===== config.mk =====
export PLATFORM = sky130hd
export DESIGN_NAME = serial_width_adapter
export DESIGN_NICKNAME = d
export VERILOG_FILES = /design/src/rtl/serial_width_adapter.sv
export SDC_FILE = /design/constraint.sdc
export NUM_CORES = 1
export LEC_CHECK = 0
export CAP_MARGIN = 10
export CORE_ASPECT_RATIO = 0.75
export CORE_UTILIZATION = 51
export DETAILED_ROUTE_END_ITERATION = 16
export HOLD_SLACK_MARGIN = 0.02
export PLACE_DENSITY = 0.83
export REMOVE_ABC_BUFFERS = 1
export SLEW_MARGIN = 20
export SYNTH_ARGS = -nofsm -noshare
export SYNTH_HDL_FRONTEND = slang
export SYNTH_SLANG_ARGS = --single-unit
export TNS_END_PERCENT = 100

===== constraint.sdc =====
create_clock -name clock -period 3.8 [get_ports clock]
set_input_delay 0.38 -clock clock [delete_from_list [all_inputs] [get_ports clock]]
set_output_delay 0.38 -clock clock [all_outputs]
set_load 0.01 [all_outputs]

===== src/rtl/serial_width_adapter.sv =====
// Bidirectional width adapter between the chip's narrow serial link and the
// 32-bit host bridge word interface: gathers beats to words and scatters words to beats.
module serial_width_adapter #(
    parameter int NARROW_W = 4,
    parameter int WIDE_W   = 32
) (
    input  logic                clock,
    input  logic                reset,
    input  logic                chip_out_valid,
    output logic                chip_out_ready,
    input  logic [NARROW_W-1:0] chip_out_bits,
    output logic                host_out_valid,
    input  logic                host_out_ready,
    output logic [WIDE_W-1:0]   host_out_bits,
    input  logic                host_in_valid,
    output logic                host_in_ready,
    input  logic [WIDE_W-1:0]   host_in_bits,
    output logic                chip_in_valid,
    input  logic                chip_in_ready,
    output logic [NARROW_W-1:0] chip_in_bits
);

    localparam int RATIO = WIDE_W / NARROW_W;
    localparam int CNT_W = (RATIO > 1) ? $clog2(RATIO) : 1;
    localparam logic [CNT_W-1:0] LAST = CNT_W'(RATIO - 1);

    typedef enum logic {G_FILL, G_FULL} g_state_t;
    typedef enum logic {S_IDLE, S_SEND} s_state_t;

    // Holds both ready outputs low until the first clock after reset releases.
    logic active;

    g_state_t          g_state, g_next;
    logic [CNT_W-1:0]  gcnt, gcnt_next;
    logic [WIDE_W-1:0] gdata;

    s_state_t          s_state, s_next;
    logic [CNT_W-1:0]  scnt, scnt_next;
    logic [WIDE_W-1:0] sdata;

    logic chip_out_fire, host_out_fire, host_in_fire, chip_in_fire;

    always_comb begin
        chip_out_ready = active && (g_state == G_FILL);
        host_out_valid = (g_state == G_FULL);
        host_in_ready  = active && (s_state == S_IDLE);
        chip_in_valid  = (s_state == S_SEND);
        host_out_bits  = gdata;
        chip_in_bits   = sdata[NARROW_W-1:0];
    end

    assign chip_out_fire = chip_out_valid && chip_out_ready;
    assign host_out_fire = host_out_valid && host_out_ready;
    assign host_in_fire  = host_in_valid && host_in_ready;
    assign chip_in_fire  = chip_in_valid && chip_in_ready;

    always_comb begin
        g_next    = g_state;
        gcnt_next = gcnt;
        case (g_state)
            G_FILL: begin
                if (chip_out_fire) begin
                    if (gcnt == LAST) begin
                        gcnt_next = '0;
                        g_next    = G_FULL;
                    end else begin
                        gcnt_next = gcnt + CNT_W'(1);
                    end
                end
            end
            G_FULL: begin
                if (host_out_fire) g_next = G_FILL;
            end
            default: ;
        endcase
    end

    always_comb begin
        s_next    = s_state;
        scnt_next = scnt;
        case (s_state)
            S_IDLE: begin
                if (host_in_fire) begin
                    scnt_next = '0;
                    s_next    = S_SEND;
                end
            end
            S_SEND: begin
                if (chip_in_fire) begin
                    if (scnt == LAST) begin
                        scnt_next = '0;
                        s_next    = S_IDLE;
                    end else begin
                        scnt_next = scnt + CNT_W'(1);
                    end
                end
            end
            default: ;
        endcase
    end

    always_ff @(posedge clock) begin
        if (reset) begin
            active  <= 1'b0;
            g_state <= G_FILL;
            gcnt    <= '0;
            gdata   <= '0;
            s_state <= S_IDLE;
            scnt    <= '0;
            sdata   <= '0;
        end else begin
            active  <= 1'b1;
            g_state <= g_next;
            gcnt    <= gcnt_next;
            s_state <= s_next;
            scnt    <= scnt_next;
            if (chip_out_fire) begin
                for (int unsigned k = 0; k < RATIO; k++) begin
                    if (gcnt == CNT_W'(k)) gdata[k*NARROW_W +: NARROW_W] <= chip_out_bits;
                end
            end
            if (host_in_fire) sdata <= host_in_bits;
            else if (chip_in_fire) sdata <= sdata >> NARROW_W;
        end
    end

endmodule


Word level (Yosys, flattened, before mapping)
Index checks and enable logic that the tools add are counted.
{"block": "totals", "latchBits": 0, "ram_bits": 0, "rom_bits": 0, "memories": 0, "elab_cells": 62, "register_bits": 73, "inputBits": 42, "output_inout_bits": 40}
{"block": "op_classes", "shift": 0, "addsub": 2, "order_cmp": 0, "n_eq_ne": 10, "n_mux": 16, "reduce_logical": 18, "n_div": 0, "mul": 0, "n_bitwise": 2}
{"cell": "32-bit 2-to-1 mux", "n": 2}
{"cell": "2-bit AND reduction", "n": 10}
{"cell": "3-bit equality test (second input constant)", "n": 5}
{"cell": "3-bit 2-to-1 mux", "n": 4}
{"cell": "1-bit 2-to-1 mux", "n": 7}
{"cell": "3-bit by 1-bit adder with 3-bit output (second input constant)", "n": 2}
{"cell": "3-bit by 2-bit equality test with 1-bit output (second input constant)", "n": 2}
{"cell": "1-bit logical AND", "n": 6}
{"cell": "3-bit case mux with 2 select lines", "n": 1}
{"cell": "1-bit case mux with 2 select lines", "n": 2}
{"cell": "3-bit by 1-bit equality test with 1-bit output (second input constant)", "n": 1}
{"cell": "3-bit zero test", "n": 1}
{"cell": "2-bit by 1-bit inequality test with 1-bit output (second input constant)", "n": 1}
{"cell": "2-bit inequality test (second input constant)", "n": 1}
{"cell": "1-bit inverter", "n": 2}
{"cell": "2-bit nonzero test", "n": 1}

Longest topological paths before layout
{"block": "logic_depth", "word_depth": 5, "mapped_depth": 6, "ltp_nobuf": 5}

Worst setup path after synthesis
Ideal clock, no wire load.
{"block": "synth_path", "path_type": "register -> register", "startpoint": "reg gcnt[0]", "endpoint": "reg gdata[28] (netlist: host_out_bits[28])", "n_path_buf": 0, "synth_period_minus_slack_ps": 1312, "t_required_ps": 3672, "arrival_time_ps": 1184, "path_stages_with_launch": 6, "setup_time_ps": 128, "setup_slack_ps": 2488, "path_cell_list": "dfxtp_1 > ha_1 > ha_1 > nand4b_1 > mux2i_1 > nor2_1"}
{"block": "synth_between", "elab_chain_len": 2}
{"element": "start, declared", "line_no": "34", "text": "logic [CNT_W-1:0] gcnt, gcnt_next;"}
{"element": "start signal, assigned", "line_no": "114", "text": "gcnt <= gcnt_next;"}
{"element": "3-bit equality test", "line_no": "119", "text": "if (gcnt == CNT_W'(k)) gdata[k*NARROW_W +: NARROW_W] <= chip_out_bits;"}
{"element": "2-bit AND reduction (no line)"}
{"element": "end signal, assigned by index", "line_no": "119"}
{"element": "end, declared", "line_no": "35", "text": "logic [WIDE_W-1:0] gdata;"}
No other way between the ends.
A chain may end at the register's enable or synchronous reset.

Worst setup path in the final report
{"block": "layout_path", "startpoint": "reg active", "endpoint": "out chip_out_ready"}
{"block": "layout_between", "elab_chain_len": 1}
{"element": "start, declared", "line_no": "31", "text": "logic active;"}
{"element": "start signal, assigned", "line_no": "104", "text": "active <= 1'b0;"}
{"element": "start signal, assigned", "line_no": "112", "text": "active <= 1'b1;"}
{"element": "1-bit logical AND", "line_no": "44", "text": "chip_out_ready = active && (g_state == G_FILL);"}
{"element": "end, declared", "line_no": "10", "text": "output logic chip_out_ready,"}
No other way between the ends.

==> qor.csv <==
stage;metric;value;unit
finish;area delta synth->final;32.3;%
critical_path;WS Path Type;reg -> out;
critical_path;crit-path max FO;11;
routing;DR vias;2533;
global_route;vias in the first global route;2276;
placement;HPWL after DPL;4610;um
critical_path;Worst Setup End Kind;output pin;
critical_path;number of cells on the critical path;2;
sta;final setup fails;0;
power_and_ir_drop;Switching Share;0.228;
clock_network;clock sinks;73;
sta;unrepaired setup endpoints after global routing;no;
logic_synthesis;Synth cell types;31;
critical_path;R2R setup slack;1.95;ns
sta;Worst-Margin Slew;1.08;ns
clock_network;H-tree levels;3;
critical_path;R2R cell count;3;
critical_path;Arr. time, crit path;1.60;ns
critical_path;critical path's slowest cell;dfxtp_1;
routing;DRT Pass-1 Iters;4;
placement;I/O Buffers;81;
global_route;largest net degree at the start of global routing;42;
sta;Final min period;1.98;ns
run;maxcap violations;0;
finish;most common cell after layout, fill and taps aside;clkdlybuf4s50_1;
die;Starting Density;0.543;
clock_network;CTS Root Cell;clkbuf_8;
routing;antenna-violating nets left;0;
die;# IOs;82;
finish;Fillers;434;
power_and_ir_drop;Net Sw Power;372;uW
critical_path;Largest delay share family, worst path;flip-flops;
power_and_ir_drop;PD cells;414;mW/mm^2
die;core box area;0.00550;mm^2
critical_path;crit-path cells;nor2b_1 > clkdlybuf4s50_1;
clock_network;Worst-path clk slew;0.07;ns
routing;drt total wl;6870;um
logic_synthesis;number of synthesized flops with an enable pin;0;
placement;# placed instances;450;
logic_synthesis;Synth async-reset ratio;0;
logic_synthesis;syn avg cell area;9.33;um^2
die;die area;0.00617;mm^2
routing;1st-iter DRT viols;186;
critical_path;Buf+Inv Stages, Crit Path;1;
sta;period utilization;0.521;
sta;Fmax;0.505;GHz
finish;share of layout cells above drive strength 1;0.0564;
die;row count;23;
clock_network;hold-fix buffers at CTS;0;
clock_network;clock buffer count from CTS;9;
clock_network;postcts setup bufs;0;
logic_synthesis;ys flop type;dfxtp_1;
die;Die Span X;90.4;um
global_route;GRT Util Overall;0.229;
power_and_ir_drop;Flop pwr share;0.496;
die;Die Y;68.3;um
sta;final slew viol count;0;
sta;Final Hold Viols;0;
finish;nets;436;
finish;Post-Layout Cell Count;465;
routing;Vias/cell;5.45;
routing;Residual DRC;0;
hold_path;Hold Crit Depth;2;
critical_path;RR Startpoint;active$_DFF_P_;
logic_synthesis;synthesized cell area;0.00299;mm^2
critical_path;max incr delay on CP;0.55;ns
critical_path;Crit. Startpoint;active$_DFF_P_;
clock_network;clk buf depth;2;
power_and_ir_drop;Leakage Power;0.00155;uW
power_and_ir_drop;share of total power in the clock network;0.400;
global_route;Overflow after GRT;0;
critical_path;Crit path required time;3.42;ns
logic_synthesis;synth warn;0;
run_status;outcome;finished clean;
finish;antenna diode count;0;
clock_network;# resized after CTS;0;
clock_network;CTS tree;yes;
power_and_ir_drop;VDD IR-drop max;217;uV
placement;GPL Wtd Cong;0.842;
global_route;initial antenna violation count;0;
critical_path;Startpoint Class;register;
sta;Setup TNS;0;ns
sta;Slew headroom;0.282;
sta;Setup Skew;0.00908;ns
hold_path;worst hold path class;reg -> reg;
finish;most frequent cells in the layout;clkdlybuf4s50_1 (81), dfxtp_1 (73), nand2_1 (42), nand3_1 (33), a21oi_1 (33);
routing;Avg WL per Cell;14.8;um
power_and_ir_drop;combinational power share;0.104;
logic_synthesis;post-synthesis sequential area ratio;0.489;
global_route;first-pass GRT wire length;11100;um
clock_network;latest clock arrival within the worst-skew pair;0.33;ns
sta;worst hold slack;0.451;ns
power_and_ir_drop;P_int;1260;uW
logic_synthesis;Post-Syn Instances;320;
logic_synthesis;number of synthesized register bits;73;
hold_path;hold path start;sdata[9]$_SDFFE_PP0P_;
[state kept, by name (all words and copies together), names as in the netlist]
signal and cells:
active 1, chip_in_valid 1, gcnt 3, host_out_bits 32
host_out_valid 1, scnt 3, sdata 32
[final timing paths]
check,endpoint
worst max-delay path,chip_out_ready
worst min-delay path,sdata[5]$_SDFFE_PP0P_
worst max register to register,sdata[3]$_SDFFE_PP0P_
worst min register to register,sdata[5]$_SDFFE_PP0P_
[synth_stat cells (all sizes together) (3+ instances only)]
cell type	instances	area, um^2
o21ai	4	20.0
ha	8	100
a21oi	34	174
nand3	33	165
a211oi	5	42.5
clkbuf	9	33.8
nor2	14	52.6
buf	19	143
mux2i	28	280
o221ai	4	35.0
dfxtp	73	1460
nor3	4	20.0
a22oi	20	150
nand2	43	161
inv	4	15.0
nor2b	3	18.8
nand4	3	18.8
[per-layer routing]
layer / global-route usage / vias up / share of wire
met4: 0.0726 / 0 / 0.0083
met5: 0 / - / 0
met3: 0.0567 / 6 / 0.035
met1: 0.300 / 1209 / 0.47
met2: 0.380 / 57 / 0.49
li1: - / 1261 / -
[per-stage QoR]
step | cell area, um^2 | total power, uW | worst slack (ns) | utilization
final | 3950 | 1630 | 1.82 | 0.719
after global routing | 3950 | 1700 | 1.71 | 0.719
after CTS | 3950 | 1650 | 1.75 | 0.718
after detailed placement | 3730 | 996 | 1.46 | 0.679
after global placement | 3730 | 991 | 1.51 | 0.679
after floorplan | 2810 | 901 | 2.24 | -
[final cells by class]
| type | instances | area [um^2] | area share |
|---|---|---|---|
| clock inverters | 5 | 80.1 | 0.0203 |
| flip-flops and latches | 73 | 1460 | 0.370 |
| repair buffers | 83 | 826 | 0.209 |
| multi-input cells | 215 | 1340 | 0.339 |
| well taps | 75 | 93.8 | 0.0237 |
| clock buffers | 10 | 138 | 0.0348 |
| inverters | 4 | 15.0 | 0.00380 |
[cells by family after synthesis]
| logic type | after synthesis | share of synthesized area |
|---|---|---|
| buffers and inverters | 32 | 0.0641 |
| DFF | 73 | 0.489 |
| muxes | 28 | 0.0938 |
| AOI/OAI and AO/OA | 68 | 0.144 |
| adders and majority gates | 8 | 0.0335 |
| and+or+nand+nor | 111 | 0.175 |
[worst reg2reg max path, stage by stage (launching register included)]
cell	delay [ns]
dfxtp_1	0.55
nand3b_2	0.61
o221ai_1	0.47
nor2_1	0.10
[power groups by stage]
stage	logic [uW]	registers, uW	clock network (uW)
after global routing	185	814	706
final	170	811	654
after global placement	164	827	0
after CTS	170	811	667
after floorplan	72.6	828	0
after detailed placement	168	828	0
Note: power is estimated with default switching activity, not from simulation.
==> edit 1 (same settings) <==
The parameter `WIDE_W` goes from 32 to 64.
--- a/src/rtl/serial_width_adapter.sv
+++ b/src/rtl/serial_width_adapter.sv
@@ -2,7 +2,7 @@
 // 32-bit host bridge word interface: gathers beats to words and scatters words to beats.
 module serial_width_adapter #(
     parameter int NARROW_W = 4,
-    parameter int WIDE_W   = 32
+    parameter int WIDE_W   = 64
 ) (
     input  logic                clock,
     input  logic                reset,
Interface: changed (resized host_in_bits and host_out_bits); port bits go from 82 to 146. No check against the original RTL was run, so the function may have changed too.
==> edit 1 against the unedited design <==
Global-route usage rose by 3.2 points; worst setup slack got worse by 0.10 ns; power rose by 120%; largest power group is now clock; utilization rose by 1.1 points; final cell count rose by 86%; sequential share of layout area fell by 0.80 points; sequential cell count rose by 66; critical path depth rose by 3; largest cell class unchanged; non-clock buffer count rose by 69; routed wire length rose by 110%; clock skew fell by 0.00092 ns; highest routed layer unchanged; final area rose by 95%; area after synthesis rose by 90%.
==> edit 1: results (changes against the unedited design) <==
Outcome
  • Run status: completed

Critical path
  • Reg2reg setup slack: 1.78 ns (-0.17 ns)
  • CP Max Fanout: 47 (+36)
  • R2R cell count: 4 (+1)
  • Reg-to-Reg End: sdata[47]
  • RR Startpoint: chip_in_valid

Min path
  • Hold crit path type: register to register
  • Hold Path Origin: host_out_bits[21]
  • Hold Path Sink: host_out_bits[21]

Clock tree
  • Clock root buffer: clkbuf_16
  • Resize count post-CTS: 0 (unchanged)
  • Clock Latency Late Sink: 0.41 ns (+0.08 ns)
  • H-tree depth: 4 (+1)
  • Num CTS Buffers: 17 (+8)

Logic synthesis
  • Most common flop cell mapped by yosys: dfxtp_1
  • Sequential area share after synthesis: 49.1% (+0.17 points)
  • Number of synthesized register bits: 139 (+90%)
  • Post-synth top cells: 139 x dfxtp_1, 101 x nand2_1, 66 x mux2i_1, 63 x nand3_1, 57 x a21oi_1
  • Top cell type's share of synthesized area: 49.1% (+0.17 points)
  • Post-Synth Adder-Cell Area: 1.10% (-2.2 points)
  • XOR/XNOR Fraction of Synth Area: 0.309% (+0.31 points)
  • Synth Instances: 604 (+89%)
  • Post-synthesis mux area share: 11.7% (+2.3 points)
  • Synth Area in Compound Gates: 13.6% (-0.77 points)
  • Top cells by area, synth: dfxtp_1 49%, mux2i_1 12%, nand2_1 6.7%, a22oi_1 6.2%, nand3_1 5.6%

Layout
  • Bufs w/o clock: 152 (+83%)
  • Filler Cell Count: 781 (+80%)
  • #MultiIn Comb: 406 (+89%)
  • Layout cells sized above 1: 7.11% (+1.5 points)
  • Area taken by multi-input logic gates: 2570 um2 (+92%)
  • Clock-cell share: 8.49% (+3.0 points)
  • Post-layout nets: 798 (+83%)
  • Number of clock-tree buffers in the layout: 18 (+8)
  • FF+latch area: 2780 um2 (+90%)
  • Non-clk buf share: 19.5% (-1.4 points)
  • Non-clk invs: 3 (-1)

Place
  • Pre-CTS setup slack: 1.40 ns (-0.0562 ns)
  • GP Congestion: 0.735 (-13%)
  • Port Buffers: 145 (+79%)
  • DP HPWL: 9.30 mm (+100%)

Detailed routing
  • DR WL/cell: 16.7 um (+13%)
  • DRT Pass-1 Iters: 6 (+2)
  • DRT iter0 DRCs: 418 (+120%)
  • DR vias/cell: 5.67 (+4.0%)
  • Total wire length: 14.5 mm (+110%)

Timing
  • Max Clock Skew: 0.00816 ns (-0.000915 ns)

Power
  • LEAKAGE: 3.05 nW (+96%)
  • Peak VDD IR: 0.354 mV (+63%)
  • Comb pwr share: 7.7% (-2.7 points)
  • Psw: 0.000777 W (+110%)
  • Total Power: 0.00363 W (+120%)
  • Flop pwr share: 42.1% (-7.5 points)

Global routing
  • Tot GR Track Use: 26.2% (+3.2 points)
  • Largest net degree at the start of global routing: 82 (+95%)
  • Number of global-route vias before repair: 4,650 (+100%)
  • First-pass GRT wire length: 23.2 mm (+110%)
## edit 1: cell count changes after synthesis, moves of 6 or more
cell and change:
dfxtp_1 +66, nand2_1 +58, mux2i_1 +38, nand3_1 +30
a22oi_1 +27, a21oi_1 +24, buf_2 +23, a311oi_1 +13
nand3_4 +8, buf_4 +6, buf_6 -6
## edit 1: critical path, cell delays in order
cell,delay (ns)
clkdlybuf4s50_1,0.48
nand2_2,0.68
buf_4,0.39
nand2_1,0.09
a311oi_1,0.34
## edit 1: how the worst max path moves through the flow
stage / from / to / slack [ns] / depth (start not counted)
finish: chip_in_ready / sdata[47] / 1.72 / 5
global route: chip_in_ready / sdata[47] / 1.54 / 5
CTS: chip_in_ready / sdata[47] / 1.78 / 5
detailed placement: chip_out_valid / host_out_bits[53] / 1.40 / 4
global placement: chip_out_valid / host_out_bits[39] / 1.48 / 4
floorplan: chip_in_valid / sdata[0] / 1.33 / 2
## edit 1: logic make-up (layout without fill, tap and decap cells)
logic type               Yosys count  in the layout
AND/OR/NAND/NOR                  212            212
adder cells (fa/ha/maj)            5              5
XOR/XNOR                           2              2
flip-flops                       139            139
buffers and inverters             59            186
AO/OA/AOI/OAI                    121            121
multiplexers                      66             66
## edit 1: routing by layer
| metal | global-route usage [%] | routed length [um] | vias to the layer above |
|---|---|---|---|
| li1 | - | - | 2362 |
| met1 | 33.8 | 6500 | 2390 |
| met2 | 43.1 | 7180 | 133 |
| met3 | 5.00 | 569 | 27 |
| met4 | 9.74 | 264 | 0 |
| met5 | 0 | 0 | - |
## edit 1: through the flow
stage	hold WS, ns	instance area, um2
floorplan	0.442	5360
global placement	0.446	7040
detailed placement	0.451	7040
CTS	0.466	7690
global route	0.480	7690
finish	0.464	7690
==> edit 2 (config.mk and constraints unchanged) <==
Without the edit above. Reset style: asynchronous (`reset`), changed in one clocked block.
--- a/src/rtl/serial_width_adapter.sv
+++ b/src/rtl/serial_width_adapter.sv
@@ -99,7 +99,7 @@
         endcase
     end
 
-    always_ff @(posedge clock) begin
+    always_ff @(posedge clock or posedge reset) begin
         if (reset) begin
             active  <= 1'b0;
             g_state <= G_FILL;
Check against the original RTL: differs if reset is asserted again (counterexample within 4 cycles, from zero or initial values and one cycle with reset high); with reset held inactive, the same outputs for 10 cycles.
==> edit 2 against the unedited design <==
Global-route usage about the same; final cell count decreased by 13%; final area increased by 5.9%; worst setup slack got worse by 0.37 ns; routed wire length decreased by 3.3%; fmax decreased by 16%; sequential cell count unchanged; sequential share of layout area increased by 6.7 points; die area increased by 5.6%; non-clock buffer count increased by 1; area after synthesis increased by 5.8%; critical path type unchanged; critical endpoint is now chip_in_valid.
Power is not compared: it rests on default switching activity, and its combinational part moved more than twofold at a synthesized area within 25%.
==> edit 2: results (changes against the unedited design) <==
Outcome
  • Run status: completed

Min path
  • Hold Path Origin: host_out_bits[0]
  • Hold crit path type: register to register
  • Hold Path Sink: host_out_bits[0]
  • Hold-critical path depth: 1 (-1)

Global routing
  • Tot GR Track Use: 22.9% (about the same)
  • First-pass GRT wire length: 11.3 mm (+2.1%)
  • Number of global-route vias before repair: 2,220 (-2.5%)
  • Largest net degree at the start of global routing: 43 (+2.4%)

Critical path
  • Reg2reg setup slack: 1.65 ns (-0.30 ns)
  • CP Data Arrival Time: 1.97 ns (+0.37 ns)
  • Worst Setup EP: chip_in_valid
  • CP Max Fanout: 33 (+22)
  • Largest stage delay, worst path: 0.94 ns (+0.39 ns)
  • Slowest stage cell, crit path: dfrtp_1
  • RR Startpoint: chip_in_valid
  • Reg-to-Reg End: sdata[0]

Layout
  • Layout cells sized above 1: 15.3% (+9.7 points)
  • Post-Layout Cell Count: 404 (-13%)
  • Post-layout nets: 371 (-15%)

Logic synthesis
  • Ys async rst share: 100% (+100 points)
  • Synth cell types: 28 (-9.7%)
  • Mean post-synth cell area: 12.9 um2 (+39%)
  • Sequential area share after synthesis: 57.8% (+8.9 points)
  • Area leader, netlist: dfrtp_1
  • Post-synth top cells: 73 x dfrtp_1, 28 x mux2_2, 26 x and3_1, 24 x a221o_1, 18 x nand2_1
  • Top cells by area, synth: dfrtp_1 58%, mux2_2 10%, a221o_1 7.6%, and3_1 5.1%, ha_1 3.2%

Place
  • Placed Cells: 388 (-14%)
  • Placed Area: 3970 um2 (+6.3%)
  • Port Buffers: 81 (unchanged)
  • DP HPWL: 4.50 mm (-2.2%)
  • Pre-CTS setup slack: 1.41 ns (-0.0482 ns)
  • GP Congestion: 0.734 (-13%)

Power
  • Peak VDD IR: 0.358 mV

Timing
  • Max Clock Skew: 0.00556 ns (-0.00352 ns)
  • Final worst-path cycle share: 61.7% (+9.6 points)
  • Final hold slack: 0.485 ns (+0.0338 ns)
  • Worst slew margin: 37.3% (+9.1 points)

Clock tree
  • Clock Latency Late Sink: 0.34 ns
  • # Post-CTS Setup Buffers: 0 (unchanged)

Detailed routing
  • DR WL/cell: 16.5 um (+11%)
  • DR vias/cell: 5.43 (-0.40%)
  • DRT iter0 DRCs: 117 (-37%)
-- edit 2: cell types whose count changed after synthesis, moves of 7 or more --
cell / change
a21oi_1: -33
a221o_1: +24
a22oi_1: -20
and3_1: +25
buf_2: -7
dfrtp_1: +73
dfxtp_1: -73
mux2_2: +28
mux2i_1: -24
nand2_1: -25
nand3_1: -31
nor2_1: -10
o21ai_0: +9
-- edit 2: cells by family (layout without fill, tap and decap cells) --
group,count (synthesis),after routing,share of synthesized area (%)
buf+inv,23,105,4.51
fa+ha+maj,8,8,3.17
mux,36,36,12.7
compound gates,41,41,10.9
other cells,1,1,0.119
simple gates,62,62,10.8
flops,73,73,57.8
-- edit 2: metal layers --
layer | vias to the layer above | share of wire (%) | GRT usage (%)
met3 | 9 | 5.2 | 6.86
met2 | 55 | 46 | 33.5
met5 | - | 0 | 0
met4 | 0 | 1.5 | 8.55
li1 | 1045 | - | -
met1 | 1083 | 48 | 32.4
-- edit 2: power groups by stage --
| stage | Combinational, W | Sequential [W] | Clock [W] |
|---|---|---|---|
| 4_1_cts | 0.00110 | 0.00133 | 0.000680 |
| 5_1_grt | 0.00118 | 0.00137 | 0.000714 |
| 2_1_floorplan | 0.000480 | 0.00137 | 0 |
| 3_5_place_dp | 0.00110 | 0.00134 | 0 |
| 3_3_place_gp | 0.00106 | 0.00132 | 0 |
| 6_report | 0.00109 | 0.00133 | 0.000661 |
-- edit 2: final cells by class --
type | instances | area [um2]
inverter | 5 | 18.8
fill | 461 | 1700
timing repair buffer | 84 | 833
clock buffer | 9 | 124
multi-input combinational | 148 | 1190
sequential | 73 | 1830
tap | 78 | 97.6
clock inverter | 7 | 95.1
